### config.mk
export PLATFORM = sky130hd
export DESIGN_NAME = n_addsub_seq
export DESIGN_NICKNAME = d
export VERILOG_FILES = /design/src/rtl/n_addsub_seq_pkg.sv /design/src/rtl/n_addsub_seq_digit_addsub.sv /design/src/rtl/n_addsub_seq.sv
export SDC_FILE = /design/constraint.sdc
export NUM_CORES = 1
export LEC_CHECK = 0
export CELL_PAD_IN_SITES_DETAIL_PLACEMENT = 0
export CELL_PAD_IN_SITES_GLOBAL_PLACEMENT = 2
export CORE_UTILIZATION = 39
export CTS_BUF_LIST = sky130_fd_sc_hd__clkbuf_8
export CTS_CLUSTER_DIAMETER = 40
export CTS_CLUSTER_SIZE = 40
export DETAILED_ROUTE_END_ITERATION = 12
export MAX_ROUTING_LAYER = met4
export PLACE_DENSITY_LB_ADDON = 0.1
export SKIP_CTS_REPAIR_TIMING = 1
export SLEW_MARGIN = 15
export SYNTH_ARGS = -nofsm -noshare
export SYNTH_HDL_FRONTEND = slang
export SYNTH_SLANG_ARGS = --single-unit
### constraint.sdc
create_clock -name clk -period 4.15 [get_ports clk]
set_input_delay 0.415 -clock clk [delete_from_list [all_inputs] [get_ports clk]]
set_output_delay 0.415 -clock clk [all_outputs]
set_load 0.01 [all_outputs]
### src/rtl/n_addsub_seq_pkg.sv
// n_addsub_seq_pkg: shared state encoding and mode constants for the digit-serial adder/subtractor
package n_addsub_seq_pkg;
  typedef enum logic [1:0] {IDLE = 2'd0, RUN = 2'd1, DONE = 2'd2} state_t;
  localparam logic MODE_ADD = 1'b0;
  localparam logic MODE_SUB = 1'b1;
endpackage

### src/rtl/n_addsub_seq_digit_addsub.sv
// digit_addsub: combinational K-bit ripple of full-adder cells, exposing the carry into the top bit
module digit_addsub #(
  parameter int K = 1
) (
  input  logic [K-1:0] x,
  input  logic [K-1:0] y,
  input  logic         cin,
  output logic [K-1:0] s,
  output logic         cout,
  output logic         c_msb
);
  logic [K:0] c;
  assign c[0] = cin;
  for (genvar i = 0; i < K; i++) begin : g_fa
    assign s[i]   = x[i] ^ y[i] ^ c[i];
    assign c[i+1] = (x[i] & y[i]) | (c[i] & (x[i] ^ y[i]));
  end
  assign cout  = c[K];
  assign c_msb = c[K-1];
endmodule

### src/rtl/n_addsub_seq.sv
// n_addsub_seq: multi-cycle N-bit adder/subtractor, K bits per clock LSB digit first, with status flags
module n_addsub_seq
  import n_addsub_seq_pkg::*;
#(
  parameter int N = 8,
  parameter int K = 1
) (
  input  logic         clk,
  input  logic         rst_n,
  input  logic         start,
  input  logic         mode,
  input  logic [N-1:0] a,
  input  logic [N-1:0] b,
  output logic         busy,
  output logic         done,
  output logic [N-1:0] y,
  output logic         cout,
  output logic         ovf,
  output logic         zero
);
  localparam int D  = N / K;
  localparam int CW = (D > 1) ? $clog2(D) : 1;
  if (K < 1 || K > N || N % K != 0) begin : g_bad_k
    $error("n_addsub_seq: K must satisfy 1 <= K <= N and N %% K == 0");
  end
  state_t         state_q, state_d;
  logic [N-1:0]   a_q, a_d, b_q, b_d, r_q, r_d, y_q, y_d, r_next;
  logic           carry_q, carry_d, cout_q, cout_d, ovf_q, ovf_d, zero_q, zero_d;
  logic [CW-1:0]  cnt_q, cnt_d;
  logic [K-1:0]   s;
  logic           s_cout, s_cmsb, load, run, last, fin;
  digit_addsub #(.K(K)) u_digit (
    .x    (a_q[K-1:0]),
    .y    (b_q[K-1:0]),
    .cin  (carry_q),
    .s    (s),
    .cout (s_cout),
    .c_msb(s_cmsb)
  );
  if (K == N) begin : g_full
    assign r_next = s;
  end else begin : g_part
    assign r_next = {s, r_q[N-1:K]};
  end
  assign load = start && state_q != RUN;
  assign run  = state_q == RUN;
  assign last = cnt_q == CW'(D - 1);
  assign fin  = run && last;
  // State register
  always_ff @(posedge clk or negedge rst_n)
    if (!rst_n) state_q <= IDLE;
    else        state_q <= state_d;
  // Next state: start wins from IDLE/DONE, RUN leaves after the last digit
  always_comb state_d = load ? RUN : run ? (last ? DONE : RUN) : IDLE;
  // Handshake outputs decoded from state
  always_comb begin
    busy = state_q == RUN;
    done = state_q == DONE;
  end
  // Datapath next values: load operands, shift one digit per RUN cycle, capture flags on the last digit
  always_comb begin
    a_d     = load ? a : run ? a_q >> K : a_q;
    b_d     = load ? ((mode == MODE_ADD) ? b : ~b) : run ? b_q >> K : b_q;
    carry_d = load ? (mode == MODE_SUB) : run ? s_cout : carry_q;
    cnt_d   = load ? '0 : run ? cnt_q + 1'b1 : cnt_q;
    r_d     = run ? r_next : r_q;
    y_d     = fin ? r_next : y_q;
    cout_d  = fin ? s_cout : cout_q;
    ovf_d   = fin ? s_cout ^ s_cmsb : ovf_q;
    zero_d  = fin ? r_next == '0 : zero_q;
  end
  // Datapath and result/flag registers
  always_ff @(posedge clk or negedge rst_n)
    if (!rst_n) begin
      a_q     <= '0;
      b_q     <= '0;
      r_q     <= '0;
      y_q     <= '0;
      carry_q <= 1'b0;
      cout_q  <= 1'b0;
      ovf_q   <= 1'b0;
      zero_q  <= 1'b0;
      cnt_q   <= '0;
    end else begin
      a_q     <= a_d;
      b_q     <= b_d;
      r_q     <= r_d;
      y_q     <= y_d;
      carry_q <= carry_d;
      cout_q  <= cout_d;
      ovf_q   <= ovf_d;
      zero_q  <= zero_d;
      cnt_q   <= cnt_d;
    end
  assign y    = y_q;
  assign cout = cout_q;
  assign ovf  = ovf_q;
  assign zero = zero_q;
endmodule
# After elaboration in Yosys (flattened, before gate mapping)
# Cells that the tools add are included.
[classes]
n_addsub = 1
reduce_logical = 4
bitwise = 7
eq_ne = 4
n_mux = 12
[ops]
columns = ["operator", "n"]
rows = [
  ["two-way mux 8 bit", 5],
  ["logical NOT 8 bit", 1],
  ["inverter 8 bit", 1],
  ["two-way mux 2 bit", 3],
  ["two-way mux 3 bit", 2],
  ["adder 3 x 1 -> 3 bit, second input constant", 1],
  ["== test 3 bit, second input constant", 1],
  ["bitwise XOR 1 bit", 3],
  ["AND 1 bit", 2],
  ["== test 2 x 1 -> 1 bit, second input constant", 1],
  ["== test 2 bit, second input constant", 1],
  ["logical AND 1 bit", 2],
  ["two-way mux 1 bit", 2],
  ["!= test 2 x 1 -> 1 bit, second input constant", 1],
  ["nonzero test 2 bit", 1],
  ["OR 1 bit", 1],
]
[totals]
out_inout_bits = 13
in_bits = 20
word_cells = 38
register_bits = 41

# Logic depth before layout (Yosys ltp)
[logic_depth]
depth_word = 5
mapped_depth = 6
mapped_depth_nobuf = 5

# By module
# Synthesis repeated with hierarchy kept, for this count alone.
[unflattened]
hier_cells = 147
area_unflattened_um2 = 1825.5
[modules_own_cells]
columns = ["mod", "n_inst", "seq_area_each_um2", "area_each_um2", "cells_per_inst"]
rows = [
  ["n_addsub_seq", 1, 1001.0, 1798.0, 145],
  ["digit_addsub", 1, 0.0, 27.5, 2],
]

# Least setup slack after synthesis
# Ideal clock, no wire load.
[synth_path]
path_kind = "reg-to-reg"
start = "register cnt_q[0]"
end = "register y_q[2] (netlist: y[2])"
period_less_slack_ns = 1.432
path_stages_with_launch = 6
setup_ns = 0.125
slack_ns = 2.718
n_path_buf = 1
arrival_time_ns = 1.307
path_cell_list = "dfrtp_1 > ha_1 > ha_1 > nand3b_4 > buf_6 > mux2_2"
[synth_via]
elab_chain_len = 2
[synth_lines]
columns = ["element", "line", "text"]
rows = [
  ["from (decl)", "n_addsub_seq.sv:29", "logic [CW-1:0] cnt_q, cnt_d;"],
  ["from (signal assigned)", "n_addsub_seq.sv:93", "cnt_q <= cnt_d;"],
  ["== test 3 bit", "n_addsub_seq.sv:47", "assign last = cnt_q == CW'(D - 1);"],
  ["logical AND 1 bit", "n_addsub_seq.sv:48", "assign fin = run && last;"],
  ["to (signal assigned)", "n_addsub_seq.sv:88", "y_q <= y_d;"],
  ["to (decl)", "n_addsub_seq.sv:27", "logic [N-1:0] a_q, a_d, b_q, b_d, r_q, r_d, y_q, y_d, r_next;"],
]
# Every way passes these cells.
# A chain may end at the register's enable or synchronous reset.

# Worst setup path in the final report
[layout_path]
start = "input start"
end = "register cnt_q[0]"
[layout_via]
elab_chain_len = 2
elab_cells_between_ends = 3
classes_between = "mux (1); reduce/logical (2)"
[layout_lines]
columns = ["element", "line", "text"]
rows = [
  ["from (decl)", "n_addsub_seq.sv:10", "input logic start,"],
  ["logical AND 1 bit *", "n_addsub_seq.sv:45", "assign load = start && state_q != RUN;"],
  ["two-way mux 3 bit / nonzero test 2 bit (equally long branches)", "-", ""],
]
# Mark *: on every way between the ends. The rest lies on a longest branch, timed or not.

==> flow_summary.toml <==
[power]
netSwitchingFraction_pct = 29.7
power_switching_mw = 0.504
pwr-share-seq_pct = 39.7
p_per_area_nw_per_um2 = 740
p_leak_nw = 1.06
p_comb_share_pct = 34.7
cell_internal_pwr_mw = 1.19
p_clk_share_pct = 25.6
irDropWorstVdd_uv = 231

[timing]
worstMarginPinSlew_ps = 1090
fmax_mhz = 528
period_needed_ps = 1890
setup-tns-final_ps = 0
post-route-period-util_pct = 45.6
finalHoldViolations = 0
slew_viol_final = 0
setup_viol = 0
whs_ps = 233
fin_skew_ps = 9.89
fin_ws_ps = 2260
rsz0062_at_grt = "no"
relSlewSlack_pct = 26.9

[routing]
drt_iter0_markers = 64
wl_per_cell_um = 13.2
vias = 1135
routed_wl_mm = 3.03
firstDrtPassIters = 4
routed_via_density = 4.93
postRouteAntennaNets = 0
drc = 0

[global_route]
antenna_found_initial = 0
first_global_vias = 1185
grt_overflow = 0
grt_first_pass_wirelength_mm = 5.53
grt_max_degree = 46
grt_usage_pct = 15.2

[synth]
yosysWarningCount = 0
syn_inst = 146
avgSynthCellArea_sq_um = 12.5
postSynth.asyncResetShare_pct = 100
synth_top_flop_cell = "dfrtp_1"
synth-edff-count = 0
yosysSeqAreaShare_pct = 55.1
ys_types = 22
synth_nets = 169
ys_ff_latch = 40
synthesis.area_sq_um = 1820

[setup_path]
reg2reg_to = "zero"
cpPeakStageDelay_ps = 1200
critical_path.cell_chain = "clkdlybuf4s50_1 > nor2_1 > mux2_2"
crit_path_start_kind = "input pin"
r2r-start = "carry_q"
r2r_slack_ps = 2610
crit_required_ps = 4330
ff2ff_path_depth = 4
worstPathArrival_ps = 2070
path_class = "input pin to flip-flop"
worst_setup_path_end_kind = "flip-flop"
worstPathMaxFanout = 21
crit_slowest_cell = "clkdlybuf4s50_1"

[clock_tree]
clk-insertion-delay-late_ps = 290
clock-sinks = 40
htreeDepth = 2
clock-root-buffer = "clkbuf_8"
cts_buffers = 5
clockBufferDepth = 2
cts.clk_slew.worst_paths_ps = 80
cts_tree = "built"

[final_layout]
final_layout_size_suffix_gt1_share_pct = 16.3
final_common_cell = "dfrtp_1"
nFillCells = 399
final_cell_mix = "dfrtp_1 (40), clkdlybuf4s50_1 (31), nand2_1 (20), o21ai_0 (19), mux2i_1 (16)"
fin_util_pct = 52.0
antenna_cells = 0
area_growth_pct = 26.2
final_nets = 200

[die]
io_pins = 33
die_h_um = 70.3
dieArea_sq_um = 4940
die_x_um = 70.3
start_util_pct = 41.2
rows = 24
coreArea_sq_um = 4410

[placed_design]
place_congestion = 0.654
hpwlAfterDp_mm = 2.05
io_buffers = 32
place_ws_ps = 1920

[hold_path]
hold_class = "input pin to async pin"

[flow_run]
cap_violations = 0

[run_status]
status = "complete, no violations"
metal layers:
metal / global-route usage [%] / share of wire [%] / wire length, um
met5: - / 0 / 0
met2: 21.7 / 47 / 1430
met4: 6.67 / 2.0 / 61
met3: 4.76 / 4.4 / 133
met1: 19.8 / 47 / 1410
worst max-delay path, delay by kind of cell:
family | cells | cell delay (ps)
buffers and inverters | 1 | 1200
muxes | 1 | 310
and+or+nand+nor | 1 | 140
registers in the layout, indices dropped and copies added (netlist names):
register and cells:
state_q 2, r_q 7, b_q 8, carry_q 1, cnt_q 3, a_q 8
ovf 1, y 8, cout 1, zero 1
worst max-delay path by stage:
| stage | end | startpoint |
|---|---|---|
| 2_1_floorplan | y[2] | cnt_q[0] |
| 3_3_place_gp | cnt_q[0] | start |
| 3_5_place_dp | cnt_q[0] | start |
| 4_1_cts | cnt_q[0] | start |
| 5_1_grt | cnt_q[0] | start |
| 6_report | cnt_q[0] | start |
stage by stage:
| stage | cell area (sq um) | cells | power (mW) |
|---|---|---|---|
| after detailed placement | 2130 | 222 | 1.29 |
| after floorplan | 1820 | 146 | 1.10 |
| after CTS | 2290 | 230 | 1.73 |
| final | 2290 | 230 | 1.70 |
| after global placement | 2130 | 222 | 1.25 |
| after global routing | 2290 | 230 | 1.84 |
cell usage after synthesis (all sizes together) (2+ instances only):
| cell | n | area [sq um] |
|---|---|---|
| nor4 | 2 | 12.5 |
| xor2 | 7 | 61.3 |
| mux2 | 17 | 199 |
| nand2 | 20 | 75.1 |
| ha | 2 | 25.0 |
| mux2i | 16 | 160 |
| nor2 | 4 | 15.0 |
| xnor2 | 2 | 17.5 |
| dfrtp | 40 | 1000 |
| o21ai | 19 | 95.1 |
| nand2b | 2 | 12.5 |
| buf | 8 | 66.3 |
final cells by class:
| cell class | instances | area [sq um] | area share, % |
|---|---|---|---|
| Sequential cell | 40 | 1000 | 43.6 |
| Tap cell | 52 | 65.1 | 2.84 |
| Clock buffer | 5 | 68.8 | 3.00 |
| Timing Repair Buffer | 33 | 323 | 14.1 |
| Multi-Input combinational cell | 96 | 742 | 32.4 |
| Clock inverter | 3 | 90.1 | 3.93 |
| Inverter | 1 | 3.75 | 0.164 |
power by group through the flow:
stage               combinational [mW]  sequential, mW  clock [mW]
finish                           0.589           0.674       0.435
global route                     0.664           0.703       0.470
CTS                              0.601           0.678       0.449
detailed placement               0.601           0.686           0
global placement                 0.577           0.675           0
floorplan                        0.418           0.680           0
kinds of logic (layout without fill, tap and decap cells):
group	count (synthesis)	after routing	synth area share, %
flops	40	40	55.1
fa+ha+maj	3	3	2.48
simple gates	31	31	8.60
buf+inv	10	42	4.13
compound gates	20	20	5.64
xor+xnor	9	9	4.34
mux	33	33	19.8
Power figures use the tool's default switching activity.
